--- config.mk ---
export PLATFORM = sky130hd
export DESIGN_NAME = aes_pnm_job_scheduler
export DESIGN_NICKNAME = d
export VERILOG_FILES = /design/src/rtl/aes_pnm_job_scheduler.sv
export SDC_FILE = /design/constraint.sdc
export NUM_CORES = 1
export LEC_CHECK = 0
export ABC_AREA = 1
export BUFFER_PORTS_ARGS = -buffer_cell sky130_fd_sc_hd__buf_2
export CAP_MARGIN = 20
export CORE_MARGIN = 1.5
export CORE_UTILIZATION = 28
export CTS_BUF_LIST = sky130_fd_sc_hd__clkbuf_8
export DETAILED_ROUTE_END_ITERATION = 8
export SLEW_MARGIN = 25
export SYNTH_ARGS = -nofsm -noshare
export SYNTH_HDL_FRONTEND = slang
export SYNTH_SLANG_ARGS = --single-unit
--- constraint.sdc ---
create_clock -name clk -period 5.04 [get_ports clk]
set_clock_uncertainty 0.1 [all_clocks]
set_input_delay 1.008 -clock clk [delete_from_list [all_inputs] [get_ports clk]]
set_output_delay 1.008 -clock clk [all_outputs]
set_load 0.02 [all_outputs]
--- src/rtl/aes_pnm_job_scheduler.sv ---
// aes_pnm_job_scheduler
// Job front-end for aes_pnm_controller. Host jobs are queued in a small FIFO.
// Each job is split into 4-row AES blocks, and one start pulse is issued per
// block. The round count is checked when the controller reports done, and one
// status response is returned per job. A watchdog guards each block.

module aes_pnm_job_scheduler #(
  parameter int FIFO_DEPTH = 4,
  parameter int ROW_W      = 4,
  parameter int CNT_W      = 8,
  parameter int N_ROUNDS   = 10,
  parameter int TIMEOUT    = 4096
) (
  input  logic                          clk,
  input  logic                          rst,
  input  logic                          cmd_valid,
  output logic                          cmd_ready,
  input  logic                          cmd_enc_dec,
  input  logic [ROW_W-1:0]              cmd_base_row,
  input  logic [CNT_W-1:0]              cmd_nblocks,
  input  logic [3:0]                    cmd_id,
  output logic                          ctl_start,
  output logic                          ctl_enc_dec,
  output logic [ROW_W-1:0]              ctl_base_row,
  input  logic                          ctl_done,
  input  logic [3:0]                    ctl_round,
  output logic                          rsp_valid,
  input  logic                          rsp_ready,
  output logic [3:0]                    rsp_id,
  output logic [1:0]                    rsp_status,
  output logic [CNT_W-1:0]              rsp_blocks,
  output logic                          busy,
  output logic [$clog2(FIFO_DEPTH):0]   fifo_level
);

  // state   | meaning
  // S_IDLE  | waiting for a queued job; pops and latches it
  // S_ISSUE | one-cycle start pulse for block k, watchdog cleared
  // S_WAIT  | waiting for controller done or watchdog expiry
  // S_RESP  | response held until the host accepts it

  localparam int PTR_W = (FIFO_DEPTH > 1) ? $clog2(FIFO_DEPTH) : 1;
  localparam int LVL_W = $clog2(FIFO_DEPTH) + 1;
  localparam int WD_W  = $clog2(TIMEOUT) + 1;

  localparam logic [LVL_W-1:0] LVL_FULL  = LVL_W'(FIFO_DEPTH);
  localparam logic [WD_W-1:0]  WD_LIMIT  = WD_W'(TIMEOUT - 1);
  localparam logic [3:0]       ROUND_OK  = 4'(N_ROUNDS);

  localparam logic [1:0] ST_OK      = 2'b00;
  localparam logic [1:0] ST_TIMEOUT = 2'b01;
  localparam logic [1:0] ST_BAD_RND = 2'b10;
  localparam logic [1:0] ST_ZERO    = 2'b11;

  typedef enum logic [1:0] {S_IDLE, S_ISSUE, S_WAIT, S_RESP} state_t;

  typedef struct packed {
    logic             enc_dec;
    logic [ROW_W-1:0] base_row;
    logic [CNT_W-1:0] nblocks;
    logic [3:0]       id;
  } job_t;

  state_t state, state_nxt;

  job_t             fifo_mem [FIFO_DEPTH];
  job_t             cmd_job;
  job_t             head;
  logic [PTR_W-1:0] wr_ptr;
  logic [PTR_W-1:0] rd_ptr;
  logic [LVL_W-1:0] level;
  logic [LVL_W-1:0] level_nxt;
  logic             ready_q;
  logic             push;
  logic             pop;

  logic [3:0]       id_q;
  logic [ROW_W-1:0] base_q;
  logic [CNT_W-1:0] nblk_q;
  logic [CNT_W-1:0] k_q;
  logic [CNT_W-1:0] k_inc;
  logic [ROW_W-1:0] row_q;
  logic             enc_q;
  logic [WD_W-1:0]  wd_q;
  logic [3:0]       rsp_id_q;
  logic [1:0]       rsp_status_q;
  logic [CNT_W-1:0] rsp_blocks_q;

  logic             round_ok;
  logic             last_blk;
  logic             wd_expired;
  logic [CNT_W+1:0] row_step;
  logic [ROW_W-1:0] next_row;

  assign cmd_job = {cmd_enc_dec, cmd_base_row, cmd_nblocks, cmd_id};
  assign head    = fifo_mem[rd_ptr];

  // cmd_ready comes from a register so it never depends on this cycle's pop.
  assign push = cmd_valid & ready_q;

  assign round_ok   = (ctl_round == ROUND_OK);
  assign last_blk   = ({1'b0, k_q} + 1'b1) == {1'b0, nblk_q};
  assign wd_expired = (wd_q == WD_LIMIT);
  assign k_inc      = k_q + 1'b1;
  assign row_step   = {k_inc, 2'b00};
  assign next_row   = base_q + ROW_W'(row_step);

  assign cmd_ready    = ready_q;
  assign fifo_level   = level;
  assign ctl_enc_dec  = enc_q;
  assign ctl_base_row = row_q;
  assign rsp_id       = rsp_id_q;
  assign rsp_status   = rsp_status_q;
  assign rsp_blocks   = rsp_blocks_q;

  // FIFO occupancy for the next cycle.
  always_comb begin
    level_nxt = level;
    case ({push, pop})
      2'b10:   level_nxt = level + 1'b1;
      2'b01:   level_nxt = level - 1'b1;
      default: level_nxt = level;
    endcase
  end

  // FIFO pointers, level and registered ready; reset flushes the queue.
  always_ff @(posedge clk) begin
    if (rst) begin
      wr_ptr  <= '0;
      rd_ptr  <= '0;
      level   <= '0;
      ready_q <= 1'b0;
    end else begin
      if (push) wr_ptr <= wr_ptr + 1'b1;
      if (pop)  rd_ptr <= rd_ptr + 1'b1;
      level   <= level_nxt;
      ready_q <= (level_nxt != LVL_FULL);
    end
  end

  // FIFO storage; contents are don't-care until written.
  always_ff @(posedge clk) begin
    if (push) fifo_mem[wr_ptr] <= cmd_job;
  end

  // FSM state register.
  always_ff @(posedge clk) begin
    if (rst) state <= S_IDLE;
    else     state <= state_nxt;
  end

  // FSM next-state logic; controller done beats a same-cycle timeout.
  always_comb begin
    state_nxt = state;
    case (state)
      S_IDLE: begin
        if (level != '0)
          state_nxt = (head.nblocks == '0) ? S_RESP : S_ISSUE;
      end
      S_ISSUE: state_nxt = S_WAIT;
      S_WAIT: begin
        if (ctl_done)
          state_nxt = (!round_ok || last_blk) ? S_RESP : S_ISSUE;
        else if (wd_expired)
          state_nxt = S_RESP;
      end
      S_RESP: begin
        if (rsp_ready) state_nxt = S_IDLE;
      end
      default: state_nxt = S_IDLE;
    endcase
  end

  // FSM outputs decoded from the current state.
  always_comb begin
    ctl_start = 1'b0;
    rsp_valid = 1'b0;
    busy      = 1'b1;
    pop       = 1'b0;
    case (state)
      S_IDLE: begin
        busy = 1'b0;
        pop  = (level != '0);
      end
      S_ISSUE: ctl_start = 1'b1;
      S_RESP:  rsp_valid = 1'b1;
      default: ;
    endcase
  end

  // Job context, block counter, watchdog and response registers.
  always_ff @(posedge clk) begin
    if (rst) begin
      id_q         <= '0;
      base_q       <= '0;
      nblk_q       <= '0;
      k_q          <= '0;
      row_q        <= '0;
      enc_q        <= 1'b0;
      wd_q         <= '0;
      rsp_id_q     <= '0;
      rsp_status_q <= '0;
      rsp_blocks_q <= '0;
    end else begin
      case (state)
        S_IDLE: begin
          if (pop) begin
            id_q   <= head.id;
            base_q <= head.base_row;
            nblk_q <= head.nblocks;
            enc_q  <= head.enc_dec;
            row_q  <= head.base_row;
            k_q    <= '0;
            if (head.nblocks == '0) begin
              rsp_id_q     <= head.id;
              rsp_status_q <= ST_ZERO;
              rsp_blocks_q <= '0;
            end
          end
        end
        S_ISSUE: wd_q <= '0;
        S_WAIT: begin
          wd_q <= wd_q + 1'b1;
          if (ctl_done) begin
            if (!round_ok) begin
              rsp_id_q     <= id_q;
              rsp_status_q <= ST_BAD_RND;
              rsp_blocks_q <= k_q;
            end else begin
              k_q <= k_inc;
              if (last_blk) begin
                rsp_id_q     <= id_q;
                rsp_status_q <= ST_OK;
                rsp_blocks_q <= nblk_q;
              end else begin
                // The row for the next block is ready before its start pulse.
                row_q <= next_row;
              end
            end
          end else if (wd_expired) begin
            rsp_id_q     <= id_q;
            rsp_status_q <= ST_TIMEOUT;
            rsp_blocks_q <= k_q;
          end
        end
        default: ;
      endcase
    end
  end

endmodule

After elaboration in Yosys (flattened, before gate mapping)
Memory sizes are Yosys's and may differ from the RTL's. A register that Yosys moved wholly into a read port is not among the register bits.
Index checks and enable logic that the tools add are counted.
{"block": "word_totals", "regBits": 66, "ram_bits": 68, "in_bits": 26, "out_inout_bits": 26, "elab_cells": 102, "memories": 1}
{"block": "classes", "add_sub_neg": 8, "n_eq_ne": 18, "n_mux": 47, "n_bitwise": 1, "reduce_logical": 12}
{"name": "fifo_mem", "words": 4, "word_bits": 17, "read_ports": 1, "rd_ports_with_merged_regs": 1, "write_ports": 1, "line_no": "66", "rtl": "job_t fifo_mem [FIFO_DEPTH];"}
{"op": "8-bit two-way mux", "count": 9}
{"op": "4-bit two-way mux", "count": 10}
{"op": "8-bit one-hot mux with 2 select lines", "count": 2}
{"op": "2-bit two-way mux", "count": 14}
{"op": "13-bit one-hot mux with 2 select lines", "count": 1}
{"op": "4-bit one-hot mux with 2 select lines", "count": 2}
{"op": "2-bit inequality test, second input constant", "count": 7}
{"op": "13-bit by 1-bit adder with 13-bit output, second input constant", "count": 1}
{"op": "13-bit by 12-bit equality test with 1-bit output, second input constant", "count": 1}
{"op": "5-bit AND reduction", "count": 2}
{"op": "8-bit by 1-bit adder with 9-bit output, second input constant", "count": 1}
{"op": "9-bit by 8-bit equality test with 1-bit output", "count": 1}
{"op": "8-bit by 1-bit adder with 8-bit output, second input constant", "count": 1}
{"op": "8-bit zero test", "count": 1}
{"op": "2-bit one-hot mux with 4 select lines", "count": 1}
{"op": "2-bit equality test, second input constant", "count": 3}
{"op": "1-bit two-way mux", "count": 6}
{"op": "3-bit inequality test, second input constant", "count": 2}
{"op": "3-bit one-hot mux with 2 select lines", "count": 1}
{"op": "2-bit by 1-bit adder with 2-bit output, second input constant", "count": 2}
{"op": "4-bit adder", "count": 1}
{"op": "2-bit by 1-bit equality test with 1-bit output, second input constant", "count": 2}
{"op": "4-bit equality test, second input constant", "count": 1}
{"op": "4-bit inequality test, second input constant", "count": 1}
{"op": "other kinds (12)", "count": 13}

Logic depth before layout (Yosys ltp)
Gate-level depths: netlist (run 1).
{"block": "logic_depth", "depth_word": 6, "depth_mapped": 15, "mapped_depth_nobuf": 14}

Worst setup path before layout (run 1)
No wires, ideal clock.
{"block": "synth_timing", "path_type": "reg-to-reg", "from": "register state[0]", "to": "register ready_q (netlist: cmd_ready)", "setup_ps": 133, "t_arrival_ps": 2334, "required_time_ps": 4807, "setup_slack_ps": 2473, "stages_incl_launch_ff": 13, "n_path_buf": 1, "synth_period_minus_slack_ps": 2567, "path_cell_list": "dfxtp_1 inv_1 ha_1 nand2_1 inv_1 clkbuf_1 ha_1 inv_1 fa_1 a21oi_1 o21ai_0 xor2_1 a31oi_1"}
{"block": "synth_between", "elab_chain_len": 5, "elab_cells_between_ends": 6, "classes_between": "eq/ne (3); mux (2); reduce/logical (1)"}
{"item": "start: declaration", "line_no": "64", "rtl": "state_t state, state_nxt;"}
{"item": "start signal: assignment", "line_no": "149", "rtl": "else state <= state_nxt;"}
{"item": "2-bit zero test (*)", "line_no": "180", "rtl": "case (state)"}
{"item": "1-bit two-way mux (*)", "line_no": "180"}
{"item": "2-bit by 1-bit equality test with 1-bit output / 2-bit equality test (equally long branches)", "line_no": "119", "rtl": "case ({push, pop})"}
{"item": "3-bit one-hot mux with 2 select lines (*)", "line_no": "119"}
{"item": "3-bit inequality test (*)", "line_no": "137", "rtl": "ready_q <= (level_nxt != LVL_FULL);"}
{"item": "end signal: assignment", "line_no": "137"}
{"item": "end: declaration", "line_no": "73", "rtl": "logic ready_q;"}
Every way passes the cells marked *; elsewhere a longest branch is shown, timed or not.
A chain may end at the register's enable or synchronous reset.

Worst setup path after layout (run 1)
{"block": "layout_timing", "from": "register state[0]", "to": "register rsp_id_q[0] (netlist: rsp_id[0])"}
{"block": "layout_between", "elab_chain_len": 4, "elab_cells_between_ends": 10, "classes_between": "eq/ne (5); mux (2); reduce/logical (3)"}
{"item": "2-bit zero test", "line_no": "180, 205"}
{"item": "1-bit two-way mux", "line_no": "180"}
{"item": "2-bit inequality test (no line)"}
{"item": "5-bit AND reduction (no line)"}
{"item": "end signal: assignment", "line_no": "215", "rtl": "rsp_id_q <= head.id;"}
{"item": "end signal: assignment", "line_no": "226", "rtl": "rsp_id_q <= id_q;"}
{"item": "end signal: assignment", "line_no": "232", "rtl": "rsp_id_q <= id_q;"}
{"item": "end: declaration", "line_no": "85", "rtl": "logic [3:0] rsp_id_q;"}
Parallel ways exist; a longest one is shown, timed or not.

==> run metrics, run 1 <==
main area contributors after synthesis=edfxtp_1 (34%), dfxtp_1 (23%), nand2_1 (7.9%); initial antenna violation count=1; placed insts=955; syn nets=a little under 700; Core Region=roughly 21000 µm²; largest net degree at the start of global routing=36; internal power=roughly 2.3 mW; final WL=~13000 µm; post-synthesis cell area=between 5000 and 6000 µm²; Worst EP required=~5.3 ns; post-route minimum period=between 3 and 4 ns; Routability Congestion=between 0.7 and 0.8; fmax=between 300 and 400 MHz; TritonCTS Buffers=17; CP cell instances=inv_1 > ha_1 > inv_1 > nor2_1 > nand2_2 > nand2_1 > nand2_1 > a21oi_1; worst path bufs/invs=2; worst stage delay on the critical path=0.66 ns; die height=148.8 µm; fin util=between 30% and 40%; CP Class=register to register; Worst slew margin=43.04%; final slew viol count=0; Top FF cell, synth=edfxtp_1; GRT overflow=0; DR DRC count=0; syn_area_per_cell=between 9 and 10 µm²; crit end category=register; clk_lat worst skew=roughly 0.44 ns; GR Util All Layers=12.39%; Post-synth EDFFs=68; area leader, netlist=edfxtp_1; Yosys cell types=37; clock tree sinks=between 100 and 150; nets=~740; switching pwr=1.518 mW; die footprint=between 20000 and 25000 µm²; clock share of power=23.9%; FF+latch area=~3400 µm²; met2 Use GR=18.88%; CTS tree=built; Post-synth ARST share=0%; Root Buffer=clkbuf_8; Cells after Synth=between 600 and 700; Clock transition at path regs=approximately 0.08 ns; Vias/cell=approximately 4.5; CP Launch Type=register; final period utilization=62.27%; drt pass-1 iters=5; commonest cells after routing, fill and taps aside=nand2_1 (126), dfxtp_1 (68), edfxtp_1 (68), nor2_1 (62); chip width=roughly 150 µm; DRT iter0 DRCs=about 270; status=complete, no violations; Hold Fails Final Rpt=0; Worst Tran Pin Value=about 0.85 ns; Combinational Power Share=approximately a third; Seq/Total Area, Yosys=between 50% and 60%; share of layout cells above drive strength 1=roughly 14%; Worst Path Arrival=3.40 ns; max-cap violations=0; Yosys warning count=0; CP top delay family=simple AND/OR/NAND/NOR gates; routing usage on met3=2.966%; RSZ-0062 raised after global routing=false; setup bufs post-CTS=0; sequential fraction of design power=40.9%; DPL Wire Length=8635 µm; initial core utilization=28.42%; crit path max-delay cell type=ha_1; vias in the first global route=slightly above 4k; Leak Pwr=approximately 2.6 nW; area growth from synthesis to layout=14.60%; Yosys reg bits=136; Net Sw Frac=40.02%; total negative slack=0 ns; most common library cell in the layout ignoring fill and taps=nand2_1; fin cells=just under 1k; Hold WC Path Type=register to register; routed vias=approximately 4.4k; # fillers=between 2k and 2.5k; first-pass GRT wire length=roughly 21000 µm; peak supply drop=0.0002301 V; Post-CTS Hold Fix Bufs=0; Routed Antenna Nets=0; Max Root-Sink Buffers=2; critical path fanouts, max=23; DR WL/cell=around 13 µm; gr busiest metal=met2; share of the synthesized area in the top cell type=34.29%; CTS H-tree lvls=4; Pwr Density=around 560 nW/µm²; Row Count=53; grt met1 use=roughly 17%; area of the multi-input gates=approximately 2200 µm²; port buffer count=51; cts repair resizes=0; Setup-failing EPs final=0; num ports=52
power groups by stage:
| stage | sequential [mW] | combinational (mW) | clock [mW] |
|---|---|---|---|
| floorplan | 1.62 | 0.969 | 0 |
| global placement | 1.58 | 1.32 | 0 |
| detailed placement | 1.57 | 1.34 | 0 |
| CTS | 1.55 | 1.35 | 0.936 |
| global route | 1.58 | 1.53 | 0.972 |
| finish | 1.55 | 1.34 | 0.907 |
registers in the layout (all words and copies together), names as in the netlist, 2 cells and up, named ones only:
register / count
rsp_blocks: 8
ctl_base_row: 4
k_q: 8
wr_ptr: 2
fifo_mem: 68
rsp_status: 2
base_q: 4
rsp_id: 4
nblk_q: 8
id_q: 4
fifo_level: 3
state: 2
wd_q: 13
rd_ptr: 2
area by class of cell:
class,instances,share of cell area (%)
clock inverter,15,2.402
sequential,136,49.87
inverter,60,3.355
tap,275,5.042
clock buffer,17,3.429
antenna,1,0.03667
multi-input combinational,428,31.57
timing repair buffer,56,4.290
routing by layer:
metal	wire (µm)	vias up	share of wire, %
met4	163	0	1.2
met5	0	-	0
li1	-	2318	-
met1	6346	2015	48
met3	770	11	5.9
met2	5807	93	44
cells by family after synthesis:
kind of cell               count (synthesis)  synth area share, %
AOI/OAI and AO/OA                        146                13.64
xor gates and xnor gates                   6               0.8825
and+or+nand+nor                          263                18.81
adders and majority gates                 13                2.858
buffers and inverters                     89                6.661
DFF                                      136                57.15
worst paths after layout:
kind         startpoint   endpoint  slack, ns  cells after the start
max reg2reg    state[0]  rsp_id[0]       1.90                      8
min reg2reg    wd_q[11]   wd_q[11]       0.35                      1
max            state[0]  rsp_id[0]       1.90                      8
min            wd_q[11]   wd_q[11]       0.35                      1
through the flow:
| step | hold WS, ns | power, mW | instance area (µm²) | worst slack, ns |
|---|---|---|---|---|
| after floorplan | 0.3227 | 2.588 | 5954 | 2.473 |
| after global placement | 0.3373 | 2.901 | 6424 | 1.898 |
| after detailed placement | 0.3437 | 2.916 | 6424 | 1.778 |
| after CTS | 0.3567 | 3.836 | 6822 | 1.876 |
| after global routing | 0.3876 | 4.081 | 6824 | 1.480 |
| final | 0.3535 | 3.791 | 6824 | 1.901 |
synthesized netlist by cell type (2+ instances only):
library cell	count
buf_2	5
nor2_1	62
clkbuf_1	15
buf_4	4
nand3_2	2
buf_6	5
xnor2_1	2
a22oi_1	8
nand2_1	126
a31oi_1	6
nand4_1	4
a21oi_1	53
inv_1	56
nor3_1	4
o22ai_1	8
dfxtp_1	68
nand3_1	56
o21ai_0	57
nand2_2	2
nor2_2	3
edfxtp_1	68
nand3b_1	2
xor2_1	4
ha_1	12
nor2_4	2
a211oi_1	8
No activity file was read; power rests on OpenSTA's default activity.
==> inputs of run 2 (changes only) <==
- clock period: 5.04 -> 3.2 ns (I/O delays scaled with it)
==> run metrics, run 2 (synthesis gave the netlist of run 1 again) <==
sequential fraction of design power=40.9%; clock tree sinks=between 100 and 150; largest net degree at the start of global routing=35; final period utilization=around four fifths; Reg with most FFs=fifo_mem; switching pwr=roughly 2.3 mW; hold_sp=cmd_nblocks[2]; Placed Instance Area=between 6000 and 7000 µm²; clock share of power=22.4%; final instance area=6869 µm²; drt pass-1 iters=5; die footprint=approximately 22000 µm²; Post-CTS Hold Fix Bufs=0; peak supply drop=~0.00031 V; most common library cell in the layout ignoring fill and taps=nand2_1; area growth from synthesis to layout=15.36%; crit end category=register; Core Region=between 20000 and 25000 µm²; hold_ws=0.3016 ns; total negative slack=0 ns; max-cap violations=0; Hold Fails Final Rpt=0; Routed Antenna Nets=0; Pwr Density=~870 nW/µm²; Leak Pwr=2.679 nW; CP Class=register to register; port buffer count=51; CTS tree=built; Worst slew margin=about two fifths; commonest cells after routing, fill and taps aside=nand2_1 (126), dfxtp_1 (68), edfxtp_1 (68), nor2_1 (62); Setup-failing EPs final=0; setup bufs post-CTS=0; r2r setup slk=about 0.66 ns; Worst Tran Pin Value=0.8856 ns; slack of the critical path=between 0.6 and 0.7 ns; Worst EP required=between 3 and 4 ns; critical path fanouts, max=8; fmax=approximately 390 MHz; die height=roughly 150 µm; hold depth=1; Worst R2R Start=state[1]; Hold Path Sink=fifo_mem[2][6]; Root Buffer=clkbuf_8; Combinational Power Share=around 37%; internal power=3.610 mW; num ports=52; Clock transition at path regs=around 0.080 ns; cts repair resizes=0; CP Launch Type=register; first-pass GRT wire length=about 22000 µm; post-route minimum period=~2.5 ns; DPL Wire Length=slightly above 9000 µm; share of layout cells above drive strength 1=around 15%; RSZ-0062 raised after global routing=false; Row Count=53; DRT iter0 DRCs=between 200 and 250; Max Root-Sink Buffers=2; status=complete, no violations; final slew viol count=0; Routability Congestion=0.8177; Net Sw Frac=roughly 40%; chip width=roughly 150 µm; final WL=between 10000 and 15000 µm; dpl ws=~0.7 ns; Vias/cell=4.585; initial antenna violation count=0; GRT overflow=0; DR WL/cell=roughly 13 µm; DR DRC count=0; Power Total=5.953 mW; nets=around 750; Worst Path Arrival=roughly 2.7 ns; TritonCTS Buffers=17; worst reg2reg endpoint=cmd_ready; CTS H-tree lvls=4; initial core utilization=28.42%; GR Util All Layers=~13%; clk_lat worst skew=about 0.45 ns; vias in the first global route=around 4.3k; routed vias=around 4.6k; Largest regs=fifo_mem (68), wd_q (13); Hold WC Path Type=input port to register; ant diodes=0; path depth of the worst reg2reg path=11; max reg flops=68
[run 2: critical path, cell delays in order, from the launching register on]
cell     delay [ns]
dfxtp_1        0.35
inv_1          0.09
ha_1           0.35
nand2_1        0.25
inv_1          0.12
ha_1           0.14
inv_1          0.06
fa_1           0.37
a21oi_1        0.14
o21ai_0        0.11
xor2_1         0.19
a31oi_1        0.12
[run 2: area by class of cell]
class	count	area (µm²)
timing repair buffer	66	367.9
inverter	60	229.0
tap	275	344.1
multi-input combinational	428	2155
fill	2209	14090
clock buffer	17	234.0
clock inverter	15	136.4
sequential	136	3403
[run 2: worst max path at each step]
stage              from   endpoint  slack (ns)  cells after the start
6_report       state[1]  cmd_ready        0.66                     11
5_1_grt        state[0]  cmd_ready        0.43                     11
4_1_cts        state[1]  cmd_ready        0.67                     11
3_5_place_dp   state[0]  cmd_ready        0.70                     11
3_3_place_gp   state[0]  cmd_ready        0.71                     11
2_1_floorplan  state[0]  cmd_ready        0.63                     12
[run 2: power by group through the flow]
stage               clock network [mW]  registers (mW)  logic, mW
detailed placement                   0            2.47       2.19
floorplan                            0            2.55       1.53
global placement                     0            2.47       2.17
finish                            1.33            2.44       2.18
CTS                               1.37            2.44       2.20
global route                      1.44            2.48       2.50
[run 2: metrics by stage]
| step | std cells | utilization (%) |
|---|---|---|
| 3_3_place_gp | 965 | 31.01 |
| 4_1_cts | 997 | 32.78 |
| 3_5_place_dp | 965 | 31.01 |
| 2_1_floorplan | 653 | - |
| 6_report | 997 | 32.78 |
| 5_1_grt | 997 | 32.78 |
[run 2: metal layers]
layer  global-route usage (%)  up-vias  part of all wire [%]
met5                        0        -                     0
met4                    4.653        0                  0.99
met3                    3.578       13                   5.1
met2                    19.49      115                    45
met1                    17.11     2103                    49
li1                         -     2340                     -
